--- src/rtl/icache.sv ---
// Direct-mapped, one-word-block instruction cache. Hits are served combinationally;
// a miss parks the FSM in FETCH until the memory controller returns the word.
module icache #(
  parameter int WORD_W = 32,
  parameter int IIX_W  = 4,
  parameter int BOF_W  = 2,
  parameter int TAG_W  = 26
) (
  input  logic              CLK,
  input  logic              nRST,
  input  logic              imemREN,
  input  logic [WORD_W-1:0] imemaddr,
  output logic              ihit,
  output logic [WORD_W-1:0] imemload,
  output logic              iREN,
  output logic [WORD_W-1:0] iaddr,
  input  logic              iwait,
  input  logic [WORD_W-1:0] iload,
  output logic [31:0]       hitcnt,
  output logic [31:0]       misscnt
);

  localparam int FRAMES = 2 ** IIX_W;
  localparam logic [0:0] IDLE  = 1'b0;
  localparam logic [0:0] FETCH = 1'b1;

  logic [0:0]        state_reg, state_next;
  logic [WORD_W-1:0] missaddr_reg;
  logic [FRAMES-1:0] valid_reg;
  logic [TAG_W-1:0]  tag_mem   [FRAMES];
  logic [WORD_W-1:0] block_mem [FRAMES];
  logic [31:0]       hitcnt_reg, misscnt_reg;

  logic [TAG_W-1:0]  req_tag, fill_tag;
  logic [IIX_W-1:0]  req_idx, fill_idx;
  logic [FRAMES-1:0] frame_hit;
  logic              lookup_hit, start_miss, fill;
  logic              unused_bof;

  assign req_tag    = imemaddr[WORD_W-1 -: TAG_W];
  assign req_idx    = imemaddr[BOF_W +: IIX_W];
  assign fill_tag   = missaddr_reg[WORD_W-1 -: TAG_W];
  assign fill_idx   = missaddr_reg[BOF_W +: IIX_W];
  assign unused_bof = ^{imemaddr[BOF_W-1:0], missaddr_reg[BOF_W-1:0]};

  // One-hot lookup: at most the addressed frame can report a match.
  for (genvar gi = 0; gi < FRAMES; gi++) begin : g_frame
    assign frame_hit[gi] = valid_reg[gi] && (req_idx == IIX_W'(gi)) &&
                           (tag_mem[gi] == req_tag);
  end

  assign lookup_hit = |frame_hit;
  assign ihit       = imemREN && (state_reg == IDLE) && lookup_hit;
  assign imemload   = ihit ? block_mem[req_idx] : '0;
  assign start_miss = imemREN && (state_reg == IDLE) && !lookup_hit;
  assign fill       = (state_reg == FETCH) && !iwait;

  // iREN follows state directly so an asynchronous reset drops it at once.
  assign iREN  = (state_reg == FETCH);
  assign iaddr = iREN ? {missaddr_reg[WORD_W-1:BOF_W], {BOF_W{1'b0}}} : '0;

  assign hitcnt  = hitcnt_reg;
  assign misscnt = misscnt_reg;

  always_comb begin
    state_next = state_reg;
    case (state_reg)
      IDLE:    if (start_miss) state_next = FETCH;
      FETCH:   if (!iwait)     state_next = IDLE;
      default: state_next = IDLE;
    endcase
  end

  always_ff @(posedge CLK or negedge nRST) begin
    if (!nRST) begin
      state_reg    <= IDLE;
      missaddr_reg <= '0;
      valid_reg    <= '0;
      hitcnt_reg   <= '0;
      misscnt_reg  <= '0;
    end else begin
      state_reg <= state_next;
      if (start_miss) missaddr_reg <= imemaddr;
      if (fill) valid_reg[fill_idx] <= 1'b1;
      if (ihit && (hitcnt_reg != 32'hFFFF_FFFF)) hitcnt_reg <= hitcnt_reg + 32'd1;
      if (start_miss && (misscnt_reg != 32'hFFFF_FFFF)) misscnt_reg <= misscnt_reg + 32'd1;
    end
  end

  // Tag and data arrays carry no reset; the valid bits alone qualify them.
  always_ff @(posedge CLK) begin
    if (fill) begin
      tag_mem[fill_idx]   <= fill_tag;
      block_mem[fill_idx] <= iload;
    end
  end

endmodule

--- config.mk ---
export PLATFORM = sky130hd
export DESIGN_NAME = icache
export DESIGN_NICKNAME = d
export VERILOG_FILES = /design/src/rtl/icache.sv
export SDC_FILE = /design/constraint.sdc
export NUM_CORES = 1
export LEC_CHECK = 0
export ABC_CLOCK_PERIOD_IN_PS = 6700
export BUFFER_PORTS_ARGS = -buffer_cell sky130_fd_sc_hd__clkbuf_2
export CAP_MARGIN = 20
export CORE_ASPECT_RATIO = 0.8
export CORE_MARGIN = 5
export CORE_UTILIZATION = 49
export DETAILED_ROUTE_END_ITERATION = 10
export GPL_TIMING_DRIVEN = 0
export PLACE_DENSITY = 0.66
export SLEW_MARGIN = 0
export SYNTH_ARGS = -nofsm -noshare
export SYNTH_HDL_FRONTEND = slang
export SYNTH_SLANG_ARGS = --single-unit
--- constraint.sdc ---
create_clock -name CLK -period 6.7 [get_ports CLK]
set_clock_uncertainty 0.2 [all_clocks]
set_input_delay 0.335 -clock CLK [delete_from_list [all_inputs] [get_ports CLK]]
set_output_delay 0.335 -clock CLK [all_outputs]
set_load 0.02 [all_outputs]
==> results.txt, run 1 <==
- The worst pin sits at a relative slew slack of 22.8%.
- After layout, the worst setup slack is 1.88 ns.
- Tightest Pin Transition: 1.16 ns
* Top cell types by occurrence after synthesis: sky130_fd_sc_hd__edfxtp_1 (928), sky130_fd_sc_hd__xnor2_1 (450), sky130_fd_sc_hd__mux4_2 (160), sky130_fd_sc_hd__nand4_1 (132), sky130_fd_sc_hd__dfrtp_1 (111)
- Gate count after technology mapping: 2264
- In this run the register-to-register setup slack is about 3.4 ns.
* Filler-free cell count of the finished design: between 3000 and 4000
* Cell variety after synth: 48
- Number of DRC violations after detailed-routing iteration 0: 2787
- Die area: 92300 µm²
- For this run, the post-layout net count is between 2000 and 3000.
* Yosys synthesis warning count: 0
* Run status: finished, final reports clean
- Net switching power of the design: approximately 0.0036 W
- In this run the remaining antenna-violating nets after routing total 0.
- Final count of pins violating max slew: 0
- In this run, placement finished with an instance count of around 3600.
- Fmax: 207 MHz
- The endpoint identified for the worst register-to-register timing path is hitcnt[30].
- PnR Total Power: between 0.01 and 0.015 W
- Wire per inst: 29.8 µm
- Cts bufs inserted: 100
- Global routing consumed, over all layers together, ~25% of the routing resources.
* Post-route fraction of the period consumed by the critical path: 72.0%
- Antenna violations before repair: 5
- Area of the core: 85600 µm²
- For this run the aggregate overflow at the end of global routing stands at 0.
- In this run switching power makes up 24.2% of total power.
- FF-to-FF Start: tag_mem[3][1]
- The longest clock path from root to sink contains 3 buffers.
* Insertion delay of the later-clocked pin in the worst-skew pair: 0.68 ns
- STA classifies the critical path startpoint as a flip-flop.
- Internal power summed over all cells: 0.0112 W
* Sequential Power Share: 53.2%
* Relative contribution of combinational cells to total power: 8.8%
* Most frequent cell after synthesis: sky130_fd_sc_hd__edfxtp_1
* Number of top-level pins: 198
- Via-per-instance ratio: 5.95
- Cells fill 57.7% of the core in the end.
* Area leader, netlist: sky130_fd_sc_hd__edfxtp_1
* Number of global-route vias before repair: between 20000 and 25000
* Part of the Yosys area used for sequential elements: between 70% and 80%
- Summed over all nets, the half-perimeter wirelength after detailed placement is 72.8 mm.
- In this run the static leakage power is 16.3 nW.
- The initial utilization of the core area, before any placement, comes to 49.4%.
* Clock sink total: 1039
- The initialized floorplan defines 96 standard-cell rows.
- Number of flops mapped to enable cells by yosys: 928
- More flip-flops sit in one register than any other, and that register is block_mem.
- Global placer's final weighted congestion: 0.845
- Pwr per Cell Area: a little under 300 nW/µm²
- The register with the most flip-flops in the layout has 512 of them.
- Among all flip-flop cells after synthesis, the most frequent one is sky130_fd_sc_hd__edfxtp_1.
* Power share of the clock group: 37.9%
- STA puts the critical path data required time at 6.16 ns.
- Summed over its instances, the top area cell type makes up 65.9% of the synthesized netlist area.
- Layout cells sized above 1: 25.9%
- The min-delay analysis places its worst path in the category input pin to async pin.
- Setup violators final: 0
- The largest registers in the layout are block_mem: 512 flops, tag_mem: 416 flops.
- TritonCTS built the clock tree.
- Entering global routing, the biggest net connects 86 pins.
- Setup TNS: 0 ns
* Fin crit period: 4.82 ns
- Worst reg2reg path depth: 8
- Share of async-settable or async-resettable flops after synthesis: 10.7%
- The repair_antennas step left the layout with diodes totalling 0.
- Data arrival time at the worst-slack endpoint: about 4.3 ns
* Total via count after detailed routing: 22888
- Number of synthesized register bits: about 1000
* Worst slack at placement: between 2 and 2.5 ns
- Clk slew on worst S/H paths: roughly 0.060 ns
- Die extent in x: 338 µm
- Kind of end point of the critical path: output pin
- Largest driver fanout on the critical path: 10
* DRC violation count after routing: 0
* Syn Std Cell Area: 42300 µm²
- The critical path is of the flip-flop to output pin type.
- Total number of H-tree levels: 3
* Mean Syn Cell Area: 18.7 µm²
- Yosys attributes the largest share of cell area to sky130_fd_sc_hd__edfxtp_1 (66%), sky130_fd_sc_hd__xnor2_1 (9.3%), sky130_fd_sc_hd__mux4_2 (8.5%).
- Setup repair after global routing left no endpoint under its margin.
- CP endpoint: imemload[28]
- Across the VDD grid, the largest voltage drop is 0.000224 V.
- The tool flagged a number of max-cap violations equal to 0.
- Area growth from synthesis to layout: 16.9%
- The first global-routing pass estimated 162 mm of wire.
* Pre-antenna DRT Iters: 5
- The root buffer cell chosen for the clock tree is sky130_fd_sc_hd__clkbuf_16.
- Summed over all layers, the routed wires come to 115 mm.
- Start point of the critical path: tag_mem[3][1]
- Measured along the y axis, the die boundary spans 273 µm.
- Port buffering added ~170 buffers.
* Hold Violations, Final: 0
[power by group through the flow]
stage / sequential [W] / clock (W) / combinational, W
final: 0.00783 / 0.00558 / 0.00130
after global routing: 0.00785 / 0.00593 / 0.00136
after CTS: 0.00785 / 0.00564 / 0.00126
after detailed placement: 0.00799 / 0 / 0.00123
after global placement: 0.00806 / 0 / 0.00104
after floorplan: 0.00778 / 0 / 0.000667
[per-layer routing]
layer	vias up	part of all wire, %	global-route usage [%]	wire length (µm)
li1	9505	-	-	-
met1	11928	41	35.2	46500
met2	1268	46	37.8	52700
met3	183	11	7.21	12900
met4	4	2.1	5.65	2430
met5	-	0.020	0	23
[repair_timing]
item                                   4_1_cts  5_1_grt
resized for setup                            0        0
endpoints found under the hold margin      625        0
buffers inserted                             0        0
hold buffers                                36        0
[critical path, cell delays in order (launching register included)]
cell and delay [ns]:
sky130_fd_sc_hd__edfxtp_1 0.37, sky130_fd_sc_hd__xnor2_1 0.15, sky130_fd_sc_hd__nand4_1 0.21, sky130_fd_sc_hd__nor4_1 0.95, sky130_fd_sc_hd__a22oi_1 0.20, sky130_fd_sc_hd__nand4_2 0.32
sky130_fd_sc_hd__o21ai_1 0.22, sky130_fd_sc_hd__buf_6 0.23, sky130_fd_sc_hd__clkbuf_1 0.33, sky130_fd_sc_hd__nor2b_1 0.39, sky130_fd_sc_hd__clkbuf_2 0.24
[placed cells by master, fill, tap and decap left out, types with 8 or more instances in the layout]
master,count
sky130_fd_sc_hd__edfxtp_1,928
sky130_fd_sc_hd__xnor2_1,450
sky130_fd_sc_hd__clkbuf_2,165
sky130_fd_sc_hd__mux4_2,160
sky130_fd_sc_hd__nand4_1,132
sky130_fd_sc_hd__dfrtp_1,111
sky130_fd_sc_hd__clkbuf_16,104
sky130_fd_sc_hd__buf_6,61
sky130_fd_sc_hd__clkbuf_1,56
sky130_fd_sc_hd__dlygate4sd3_1,35
sky130_fd_sc_hd__mux2_2,34
sky130_fd_sc_hd__buf_4,33
sky130_fd_sc_hd__and2_1,32
sky130_fd_sc_hd__nand3_1,29
sky130_fd_sc_hd__nor4_1,25
sky130_fd_sc_hd__nor3_1,24
sky130_fd_sc_hd__nand2_1,24
sky130_fd_sc_hd__buf_12,24
sky130_fd_sc_hd__nor2_1,23
sky130_fd_sc_hd__clkinv_2,23
sky130_fd_sc_hd__xor2_1,22
sky130_fd_sc_hd__and2b_1,21
sky130_fd_sc_hd__buf_2,19
sky130_fd_sc_hd__or2_2,16
sky130_fd_sc_hd__and3_1,15
sky130_fd_sc_hd__nor2b_1,14
sky130_fd_sc_hd__clkinv_1,13
sky130_fd_sc_hd__nor2_4,12
sky130_fd_sc_hd__clkbuf_8,12
sky130_fd_sc_hd__inv_1,11
sky130_fd_sc_hd__buf_16,9
sky130_fd_sc_hd__a22oi_1,8
sky130_fd_sc_hd__nor3_2,8
[area by class of cell]
class | instances | area (µm²)
fillers | 6344 | 36200
multi-input cells | 1099 | 10900
clock inverters | 47 | 428
repair buffers | 271 | 2350
clock buffers | 138 | 2840
well taps | 1127 | 1410
flip-flops and latches | 1039 | 30600
inverters | 11 | 41.3
plain buffers | 116 | 823
[worst min path at each step]
stage,slack [ns],to,startpoint
after floorplan,-0.16,hitcnt[0],nRST
after global placement,0.25,valid_reg[7],valid_reg[7]
after detailed placement,0.06,valid_reg[5],nRST
after CTS,0.005,valid_reg[11],nRST
after global routing,0.04,valid_reg[8],nRST
final,0.04,valid_reg[12],nRST
[metrics by stage]
stage | instance area (µm²) | hold WS, ns
after floorplan | 42300 | -0.161
after global placement | 44500 | 0.251
after CTS | 49400 | 0.00532
after detailed placement | 45700 | 0.0586
after global routing | 49400 | 0.0383
final | 49400 | 0.0359
[kinds of logic (layout without fill, tap and decap cells)]
group / after synthesis / after routing / share of synthesized area, %
AND/OR/NAND/NOR: 410 / 410 / 5.87
XOR/XNOR: 472 / 472 / 9.77
AO/OA/AOI/OAI: 18 / 18 / 0.340
adder cells (fa/ha/maj): 2 / 2 / 0.0592
flip-flops: 1039 / 1039 / 72.5
buffers and inverters: 127 / 583 / 2.04
other: 1 / 2 / 0.00887
multiplexers: 195 / 195 / 9.45
(Power assumes the default switching activity.)
==> inputs of run 2 (changes only) <==
--- a/config.mk
+++ b/config.mk
@@ -5,7 +5,7 @@
 export SDC_FILE = /design/constraint.sdc
 export NUM_CORES = 1
 export LEC_CHECK = 0
-export ABC_CLOCK_PERIOD_IN_PS = 6700
+export ABC_CLOCK_PERIOD_IN_PS = 4700
 export BUFFER_PORTS_ARGS = -buffer_cell sky130_fd_sc_hd__clkbuf_2
 export CAP_MARGIN = 20
 export CORE_ASPECT_RATIO = 0.8
==> constraint.sdc (replaced) <==
create_clock -name CLK -period 4.7 [get_ports CLK]
set_clock_uncertainty 0.2 [all_clocks]
set_input_delay 0.235 -clock CLK [delete_from_list [all_inputs] [get_ports CLK]]
set_output_delay 0.235 -clock CLK [all_outputs]
set_load 0.02 [all_outputs]
==> run 2 against run 1 <==
Against the previous run: first-iteration DRC count decreased by 3.9%; critical path depth is the same; worst hold slack improved by 0.00070 ns; total power rose by 45%; final cell count down 0.16%; flip-flop and latch count is the same; largest power group unchanged.
==> results.txt, run 2 (same netlist as run 1, synthesis figures left out) <==
- The full die area was 92300 µm² (unchanged).
* Type of the worst setup path: flip-flop to output pin
* Setup violators final: 0 (unchanged)
* Start point of the critical path: tag_mem[13][24]
- Total global-route track usage: 24.4% (-0.20 points)
- Leakage component of the power: 16.4 nW (+0.44%)
- Via-per-instance ratio: 5.94 (-0.13%)
* Cts bufs inserted: 100 (unchanged)
- The maximum number of pins on one net before global-route repair is 65 (-24%).
- Total congestion overflow: 0 (unchanged)
* Count of placed standard cells including taps: 3606 (-0.44%)
* Kind of end point of the critical path: output pin
* Fin crit period: 4.60 ns
- The tightest min-delay check is of the input pin to flip-flop type.
- The required time of the critical path was 4.26 ns (-1.90 ns).
- Post-Route Hold Slack: 0.0366 ns (+0.000696 ns)
- The detailed-route DRC error count is 0 (unchanged).
- Initial Util: 49.4% (unchanged)
* Clock tree from TritonCTS: done
- The number of nets in the finished design was 2696 (-0.44%).
- Pre-antenna DRT Iters: 5 (unchanged)
- In the layout the commonest cells are sky130_fd_sc_hd__edfxtp_1 (928), sky130_fd_sc_hd__xnor2_1 (450), sky130_fd_sc_hd__clkbuf_2 (165), sky130_fd_sc_hd__mux4_2 (160), sky130_fd_sc_hd__nand4_1 (132).
* Number of cell rows: 96 (unchanged)
* Largest driver fanout on the critical path: 10 (unchanged)
* Total number of H-tree levels: 3 (unchanged)
- The power density over cell area came to 428 nW/µm² (+44%).
- Fmax: 218 MHz
- Final count of pins violating max slew: 0 (unchanged)
* Largest voltage drop on the vdd net: 0.000316 V (+41%)
- The register with the most flip-flops in the final layout is block_mem.
* Clock tree buffer depth: 3 (unchanged)
- Total via count after detailed routing: 22822 (-0.29%)
- Count of buffers inserted at the top-level ports: 165 (unchanged)
- The run finished with clean final reports.
* Clock sink total: 1039 (unchanged)
* Flip-flop count of the largest register, all copies and words added: 512 (unchanged)
- The worst slew slack as a fraction of its limit came to 18.7% (-4.1 points).
* Half-perimeter wire length after placement: 71.1 mm (-2.4%)
- The final standard cell count with taps included and fillers excluded is 3842 (-0.16%).
- Master of the slowest instance on the critical path: sky130_fd_sc_hd__nor4_1
* Layout cells sized above 1: 25.5% (-0.45 points)
- Global placer's final weighted congestion: 0.826 (-2.2%)
- The violation count after the first detailed-routing iteration came to 2679 (-3.9%).
- Global-route wire length before repair: 163 mm (about the same)
- Hold Violations, Final: 0 (unchanged)
- Antenna violations before repair: 3 (-2)
- Leaving out fill and tap cells, the most frequent cell in the layout is sky130_fd_sc_hd__edfxtp_1.
- Area growth from synthesis to layout: 17.6%
- The number of buffers inserted by post-CTS setup repair came to 0 (unchanged).
- The die span in x came to 338 µm (unchanged).
- In the final layout, the registers with the most flip-flops are block_mem: 512 flops, tag_mem: 416 flops.
- Die Height: 273 µm (unchanged)
* Final WL: 114 mm (-0.73%)
- The detailed-route wire length per cell came to 29.6 µm (-0.58%).
* FF-to-FF Start: tag_mem[13][24]
- Post-DRT Antenna Nets: 0 (unchanged)
- In this run the most critical hold path is launched from imemaddr[22].
- Walking the worst path, the cells encountered are xnor2_1 > nand4_1 > nor4_1 > a22oi_1 > nand4_2 > o21ai_1 > buf_6 > clkbuf_1 > nor2b_1 > clkbuf_2.
* Insertion delay of the later-clocked pin in the worst-skew pair: 0.68 ns (about the same)
* Area of the core: 85600 µm² (unchanged)
- The total I/O pin count was 198 (unchanged).
- The cell sitting at the root of the clock tree is a sky130_fd_sc_hd__clkbuf_16.
- The worst path uses between 90% and 100% of the clock period.
- RSZ-0062 raised after global routing: false
- Max-Cap Viols: 0 (unchanged)
- Biggest cell delay along the critical path: 0.76 ns (-0.19 ns)
- STA classifies the critical path startpoint as a flip-flop.
* Clk slew on worst S/H paths: 0.06 ns (about the same)
- The via count of the first global-routing pass came to 22586 (-0.41%).
- Tightest Pin Transition: 1.22 ns (+0.0611 ns)
- Data arrival time at the worst-slack endpoint: 4.16 ns (-0.13 ns)
-- run 2: cell types whose count changed in the layout (fill, tap and decap cells not counted), sizes merged --
cell / before / now
inv: 12 / 14
clkinv: 39 / 33
diode: 0 / 1
dlygate4sd3: 35 / 39
bufinv: 5 / 12
clkbuf: 337 / 339
buf: 153 / 137
-- run 2: worst max-delay path: cells and delay by family, from the launching register on --
kind,cells,cell delay [ns]
AND/OR/NAND/NOR,4,1.60
buffers and inverters,3,0.81
AO/OA/AOI/OAI,2,0.45
flip-flops,1,0.40
XOR/XNOR,1,0.20
-- run 2: routing by layer --
layer | global-route usage (%) | vias to the layer above | part of all wire, %
met1 | 36.0 | 12032 | 42
met2 | 39.1 | 1164 | 47
met3 | 4.52 | 120 | 9.6
met5 | 0 | - | 0
met4 | 3.89 | 0 | 1.4
li1 | - | 9506 | -
-- run 2: where the power goes --
part / switching, W / internal (W)
registers: 0.000571 / 0.0106
logic: 0.00104 / 0.000754
clock network: 0.00347 / 0.00484
total: 0.00509 / 0.0162
-- run 2: area by class of cell --
| class | count | area, µm² |
|---|---|---|
| fillers | 6298 | 35900 |
| flip-flops and latches | 1039 | 30600 |
| multi-input cells | 1099 | 10900 |
| clock buffers | 140 | 2800 |
| repair buffers | 259 | 2480 |
| well taps | 1127 | 1410 |
| plain buffers | 116 | 823 |
| clock inverters | 50 | 611 |
| inverters | 11 | 41.3 |
| diodes | 1 | 2.50 |
-- run 2: what timing repair did --
item                       in CTS  in global routing
gates resized for setup         1                  1
hold endpoints to repair      628                  0
hold buffers                   40                  0
setup endpoints to repair       5                  7
-- run 2: worst paths after layout --
kind / slack [ns] / cells after the start / end
min: 0.04 / 3 / missaddr_reg[22]
min reg2reg: 0.27 / 1 / valid_reg[2]
max in group asynchronous: 3.51 / 4 / misscnt[4]
max reg2reg: 1.46 / 8 / hitcnt[30]
max: 0.10 / 10 / imemload[28]
min in group asynchronous: 0.46 / 4 / valid_reg[9]
-- run 2: metrics by stage --
stage	util (%)	setup TNS [ns]	area (µm²)	power [W]	setup WS [ns]
global route	58.1	0	49800	0.0220	0.135
CTS	58.0	0	49600	0.0214	0.115
finish	58.1	0	49800	0.0213	0.103
global placement	52.0	-1866.90	44600	0.0130	-2.44
detailed placement	53.5	0	45800	0.0131	0.328
floorplan	-	0	42300	0.0120	0.523
